$ cat config.mk
export PLATFORM = sky130hd
export DESIGN_NAME = addr_decoder
export DESIGN_NICKNAME = d
export VERILOG_FILES = /design/src/rtl/addr_decoder.sv
export SDC_FILE = /design/constraint.sdc
export NUM_CORES = 1
export LEC_CHECK = 0
export ABC_AREA = 1
export CORE_MARGIN = 2
export CORE_UTILIZATION = 45
export DETAILED_ROUTE_END_ITERATION = 10
export HOLD_SLACK_MARGIN = 0.02
export PLACE_DENSITY = 0.67
export SLEW_MARGIN = 20
export SYNTH_ARGS = -nofsm -noshare
export SYNTH_HDL_FRONTEND = slang
export SYNTH_SLANG_ARGS = --single-unit
$ cat constraint.sdc
create_clock -name clk -period 1.7 [get_ports clk]
set_clock_uncertainty 0.05 [all_clocks]
set_input_delay 0.17 -clock clk [delete_from_list [all_inputs] [get_ports clk]]
set_output_delay 0.17 -clock clk [all_outputs]
set_load 0.05 [all_outputs]
$ cat src/rtl/addr_decoder.sv
// addr_decoder: serial slave-ID address decoder between a granted bus master
// and three slaves. A two-bit slave ID arrives MSB first on mwdata. The block
// then waits a bounded number of cycles for the target slave to be ready.
// On success it acknowledges and forwards mvalid to that slave until the
// slave finishes, meaning it goes not-ready and then ready again.
module addr_decoder #(
    parameter int TIMEOUT = 16
) (
    input  logic       clk,
    input  logic       rstn,
    input  logic       bgrant,
    input  logic       mvalid,
    input  logic       mwdata,
    input  logic       sready1,
    input  logic       sready2,
    input  logic       sready3,
    output logic       mvalid1,
    output logic       mvalid2,
    output logic       mvalid3,
    output logic [1:0] ssel,
    output logic       ack,
    output logic       nack
);

    typedef enum logic [1:0] {
        IDLE    = 2'd0,
        ADDR    = 2'd1,
        CONNECT = 2'd2,
        ACTIVE  = 2'd3
    } state_t;

    // Last counter value of the wait window; CONNECT lasts TIMEOUT cycles in total.
    localparam logic [7:0] CNT_LAST = 8'(TIMEOUT - 1);

    state_t     state;
    logic [1:0] id;
    logic [7:0] cnt;
    logic       busy;
    logic [1:0] tgt_idx;
    logic       tgt_ready;

    // Ready of one slave selected by index; index 3 names no slave.
    function automatic logic pick_ready(input logic [1:0] idx,
                                        input logic r1, input logic r2, input logic r3);
        logic r;
        case (idx)
            2'd0:    r = r1;
            2'd1:    r = r2;
            2'd2:    r = r3;
            default: r = 1'b0;
        endcase
        return r;
    endfunction

    // Target slave readiness: the decoded ID while connecting, the latched select once active.
    always_comb begin
        tgt_idx   = (state == ACTIVE) ? ssel : id;
        tgt_ready = pick_ready(tgt_idx, sready1, sready2, sready3);
    end

    // Forward mvalid only to the selected slave, and only while the connection is active.
    always_comb begin
        mvalid1 = 1'b0;
        mvalid2 = 1'b0;
        mvalid3 = 1'b0;
        if (state == ACTIVE) begin
            mvalid1 = mvalid && (ssel == 2'd0);
            mvalid2 = mvalid && (ssel == 2'd1);
            mvalid3 = mvalid && (ssel == 2'd2);
        end
    end

    // Control FSM: ID capture, wait for target ready with timeout, active-transfer tracking.
    always_ff @(posedge clk) begin
        if (!rstn) begin
            state <= IDLE;
            id    <= 2'd0;
            cnt   <= 8'd0;
            busy  <= 1'b0;
            ssel  <= 2'd0;
            ack   <= 1'b0;
            nack  <= 1'b0;
        end else begin
            ack  <= 1'b0;
            nack <= 1'b0;
            if (state != IDLE && !bgrant) begin
                // Losing the grant aborts silently from any busy state.
                state <= IDLE;
                cnt   <= 8'd0;
                busy  <= 1'b0;
            end else begin
                case (state)
                    IDLE: begin
                        if (bgrant && mvalid) begin
                            id[1] <= mwdata;
                            state <= ADDR;
                        end
                    end
                    ADDR: begin
                        if (mvalid) begin
                            id[0] <= mwdata;
                            cnt   <= 8'd0;
                            state <= CONNECT;
                        end else begin
                            state <= IDLE;
                        end
                    end
                    CONNECT: begin
                        if (id == 2'd3) begin
                            nack  <= 1'b1;
                            cnt   <= 8'd0;
                            state <= IDLE;
                        end else if (tgt_ready) begin
                            ssel  <= id;
                            ack   <= 1'b1;
                            cnt   <= 8'd0;
                            busy  <= 1'b0;
                            state <= ACTIVE;
                        end else if (cnt == CNT_LAST) begin
                            nack  <= 1'b1;
                            cnt   <= 8'd0;
                            state <= IDLE;
                        end else begin
                            cnt <= cnt + 8'd1;
                        end
                    end
                    ACTIVE: begin
                        if (!tgt_ready) begin
                            busy <= 1'b1;
                        end else if (busy) begin
                            busy  <= 1'b0;
                            state <= IDLE;
                        end
                    end
                    default: state <= IDLE;
                endcase
            end
        end
    end

endmodule

### Yosys cells after proc, flatten, opt, wreduce, memory -nomap -nowiden

Cells that the tools add are included.

| cells by class | value |
|---|---|
| $add $sub $neg | 1 |
| eq/ne operators | 16 |
| muxes and demuxes | 26 |
| bitwise logic cells | 4 |
| reduce and logical (&&, ||, !) cells | 21 |

Operators by type and width:

| operator | number |
|---|---|
| $mux 8 | 4 |
| $mux 2 | 8 |
| $pmux 8 s2 | 1 |
| $ne 2x2->1 const B | 6 |
| $eq 2x2->1 const B | 5 |
| $mux 1 | 10 |
| $reduce_and 3->1 | 3 |
| $add 8x1->8 const B | 1 |
| $eq 8x4->1 const B | 1 |
| $pmux 2 s4 | 1 |
| $reduce_and 4->1 | 2 |
| $eq 2x1->1 const B | 3 |
| $logic_not 2->1 | 3 |
| $reduce_bool 2->1 | 3 |
| $logic_and 1x1->1 | 5 |
| $ne 4x4->1 const B | 1 |
| $not 1->1 | 4 |
| $reduce_or 4->1 | 1 |
| $pmux 1 s3 | 1 |
| $reduce_or 3->1 | 1 |
| $pmux 1 s2 | 1 |
| $reduce_and 2->1 | 1 |
| $reduce_or 2->1 | 1 |
| $logic_not 1->1 | 1 |

| storage, ports and cells | value |
|---|---|
| bits in registers | 17 |
| input bits | 8 |
| output and inout port bits | 7 |
| word-level logic and storage cells | 76 |

### Longest topological paths before layout

| logic depth | value |
|---|---|
| word-level depth | 7 |
| gate-level depth with buffers | 10 |
| mapped depth without buffers | 10 |

### Least setup slack after synthesis

Ideal clock, no wire load.

| timing | value |
|---|---|
| kind | reg2out |
| from | register ssel[1] |
| to | output port mvalid3 |
| data arrival time | 1.904 ns |
| required time | 1.480 ns |
| slack | -0.424 ns |
| cell stages (with the launch flop) | 3 |
| path buffers | 0 |
| path through | dfxtp_1 > inv_1 > nor3_1 |

| on the way | value |
|---|---|
| cells in the longest elaborated chain, start to end | 3 |

Ends and longest elaborated chain:

| what | line | RTL |
|---|---|---|
| start: declaration | 20 | `output logic [1:0] ssel,` |
| start signal: assignment | 114 | `ssel <= id;` |
| $eq 2x2->1 | 69 | `mvalid3 = mvalid && (ssel == 2'd2);` |
| $logic_and 1x1->1 | 69 |  |
| $mux 1 | 66 | `if (state == ACTIVE) begin` |
| end: declaration | 19 | `output logic mvalid3,` |

No other way between the ends.

### Worst setup path after layout

| timing | value |
|---|---|
| from | register nack |
| to | output port nack |

RTL lines:

| what | line | RTL |
|---|---|---|
| start: declaration | 22 | `output logic nack` |
| start signal: assignment | 82 | `nack <= 1'b0;` |
| start signal: assignment | 85 | `nack <= 1'b0;` |
| start signal: assignment | 110 | `nack <= 1'b1;` |

No word-level cell between the ends.

==> flow_summary.toml <==
[sta]
fmax_mhz = 617.1
hold_ws_ns = 0.4036
tns_ns = 0
slew_viol_final = 0
relSlewSlack_pct = 67.19
finalSetupViolCount = 0
finalCritPeriodShare_pct = 95.33
tightest_slew_ns = 0.4906
min_period_ns = 1.621
hold_viol_final = 0
grt_setup_unrepaired = "false"

[logic_synthesis]
ys_warn_count = 0
ys_top_cells_by_area = "dfxtp_1 35%, nand2_1 11%, nor2_1 8.1%"
synth_edf_count = 0
yosysMostFrequentCell = "nand2_1"
synth_area_sq_um = 977.2
syn_nets = 145
avgSynthCellArea_sq_um = 7.185
synth_common_cells = "29 x nand2_1, 21 x nor2_1, 17 x dfxtp_1"
ys_seq_elements = 17
yosysTopAreaCellShare_pct = 34.83
yosysTopAreaCell = "dfxtp_1"
syn_inst = 136
ys_types = 25
seq_area_frac_synth_pct = 34.83
async_reset_ff_share_pct = 0
ys.flop_type = "dfxtp_1"

[drt]
dr.pass1.iters = 4
postRouteAntennaNets = 0
wirelength_mm = 1.933
vias_per_cell = 4.840
drc_errors = 0
drt_iter0_drc = 18
via_count = 876
drt-wirelength-per-cell_microns = 10.68

[clock_network]
cts_sinks = 17
cts_hold_buf = 0
clk_path_buf_depth = 2
h-tree-depth = 1
root_buffer = "clkbuf_4"
cts_tree = "built"
cts_buffers = 3
clk_latency_ns = 0.29
clkTransAtPathRegs_ns = 0.09

[critical_path]
critPathLaunch = "nack$_SDFF_PP0_"
worst_ep_required_time_ns = 1.48
startpoint_type = "flip-flop"
cp_cell_sequence = "clkdlybuf4s50_1"
cp_slowest_cell = "clkdlybuf4s50_1"
max_stage_delay_ns = 0.79
cp_top_family = "buffers and inverters"
crit_type = "reg -> out"
crit-reg2reg-launch = "state[1]$_SDFFE_PP0P_"
worstPathArrival_ns = 1.40
worst_setup_path_end_kind = "primary output"
crit_buf_inv = 1
cp_max_fo = 1

[pwr]
pwr-share-clk_pct = 19.8
p_leak_nw = 0.5272
p_seq_share_pct = 45.0
peakVddDrop_uv = 697.4
p_comb_share_pct = 35.1
powerDensity_nw_per_um2 = 896.8
p_sw_share_pct = 40.07
internal_power_w = 0.0006569
p_total_w = 0.001096
net-switching-power_w = 0.0004393

[floorplanning]
die_w_microns = 50.60
die-area_sq_um = 2560
start_util_pct = 48.81
io_pins = 15
row_count = 16
die_h_microns = 50.60
core_sq_um = 2002

[run]
cap_viol_max_count = 0

[place]
io_buffers = 14
globalplace.congestion = 0.8614
dp_hpwl_mm = 1.573

[cells_and_area]
fin_util_pct = 61.06
fillers = 204
syn2layout_area_growth_pct = 25.10
nets = 164
drive_gt1_share_pct = 20.13
n_antenna_cell = 0

[global_route]
grt_use_total_pct = 18.26
grt_pass1_vias = 803
antenna_found_initial = 0
grt_overflow = 0
grt_max_degree = 10
grt_pass1_wl_mm = 3.553

[min_path]
hold_path.class = "in -> reg"
min_from = "rstn"

[run_status]
status = "finished, final reports clean"
==> layout make-up <==
type,count,area [sq um],area share [%]
Multi-Input combinational cell,102,588.1,48.11
Sequential cell,17,345.3,28.25
Timing Repair Buffer,14,165.2,13.51
Inverter,17,63.81,5.220
Tap cell,27,33.78,2.764
Clock buffer,4,26.28,2.149
==> sequential cells by signal, indices dropped and copies added (netlist names) <==
name / cells
nack: 1
ssel: 2
id: 2
cnt: 8
state: 2
busy: 1
ack: 1
==> routing by layer <==
| layer | share of wire [%] | up-vias | routed length, microns | GRT usage, % |
|---|---|---|---|---|
| met2 | 44 | 11 | 843 | 27.63 |
| li1 | - | 472 | - | - |
| met3 | 3.6 | 3 | 70 | 5.357 |
| met1 | 52 | 390 | 1000 | 24.68 |
| met4 | 0.98 | 0 | 19 | 6.306 |
| met5 | 0 | - | 0 | 0 |
==> cell families after synthesis <==
kind of cell,Yosys count,synth area share (%)
buffers and inverters,17,6.530
flip-flops,17,34.83
XOR/XNOR,5,4.482
AO/OA/AOI/OAI,12,6.274
adder cells (fa/ha/maj),1,1.280
AND/OR/NAND/NOR,84,46.61
==> repair_timing <==
item                                    4_1_cts  5_1_grt
endpoints found under the setup margin        2        8
buffers inserted                              0        0
resized for setup                             1        2
==> power by group through the flow <==
stage                     Clock [W]  Sequential, W  Combinational (W)
final                      0.000217       0.000494           0.000385
after global routing       0.000246       0.000498           0.000430
after CTS                  0.000225       0.000489           0.000384
after detailed placement          0       0.000496           0.000382
after global placement            0       0.000495           0.000376
after floorplan                   0       0.000512           0.000269
==> per-stage QoR <==
stage | worst slack, ns | cell area, sq um | std cells
2_1_floorplan | -0.05810 | 992.2 | 136
3_3_place_gp | 0.1252 | 1191 | 177
3_5_place_dp | 0.06738 | 1191 | 177
4_1_cts | 0.02365 | 1219 | 181
5_1_grt | 0.01825 | 1222 | 181
6_report | 0.07940 | 1222 | 181
==> worst paths after layout <==
check	slack (ns)	depth (start not counted)	to
hold / removal	0.40	3	ssel[0]$_SDFFE_PN0P_
setup / recovery	0.08	1	nack
hold reg to reg	0.45	2	cnt[1]$_SDFFE_PP0P_
setup reg to reg	0.19	8	cnt[0]$_SDFFE_PP0P_
==> cell usage in the layout, fill, tap and decap left out, types with 2 or more instances in the layout <==
cell type	synthesis	final
nand2_1	29	29
nor2_1	21	21
inv_1	15	15
dfxtp_1	17	15
nand3_1	10	10
clkdlybuf4s50_1	0	9
a21oi_1	8	8
nand2_2	4	4
nor3_2	0	3
nor2_4	3	3
o21ai_0	3	3
xor2_1	3	3
clkbuf_4	0	3
buf_12	0	3
nand2_4	2	2
nand3_2	2	2
nand3_4	2	2
inv_2	2	2
xnor2_1	2	2
buf_4	0	2
Note: power is estimated with default switching activity, not from simulation.
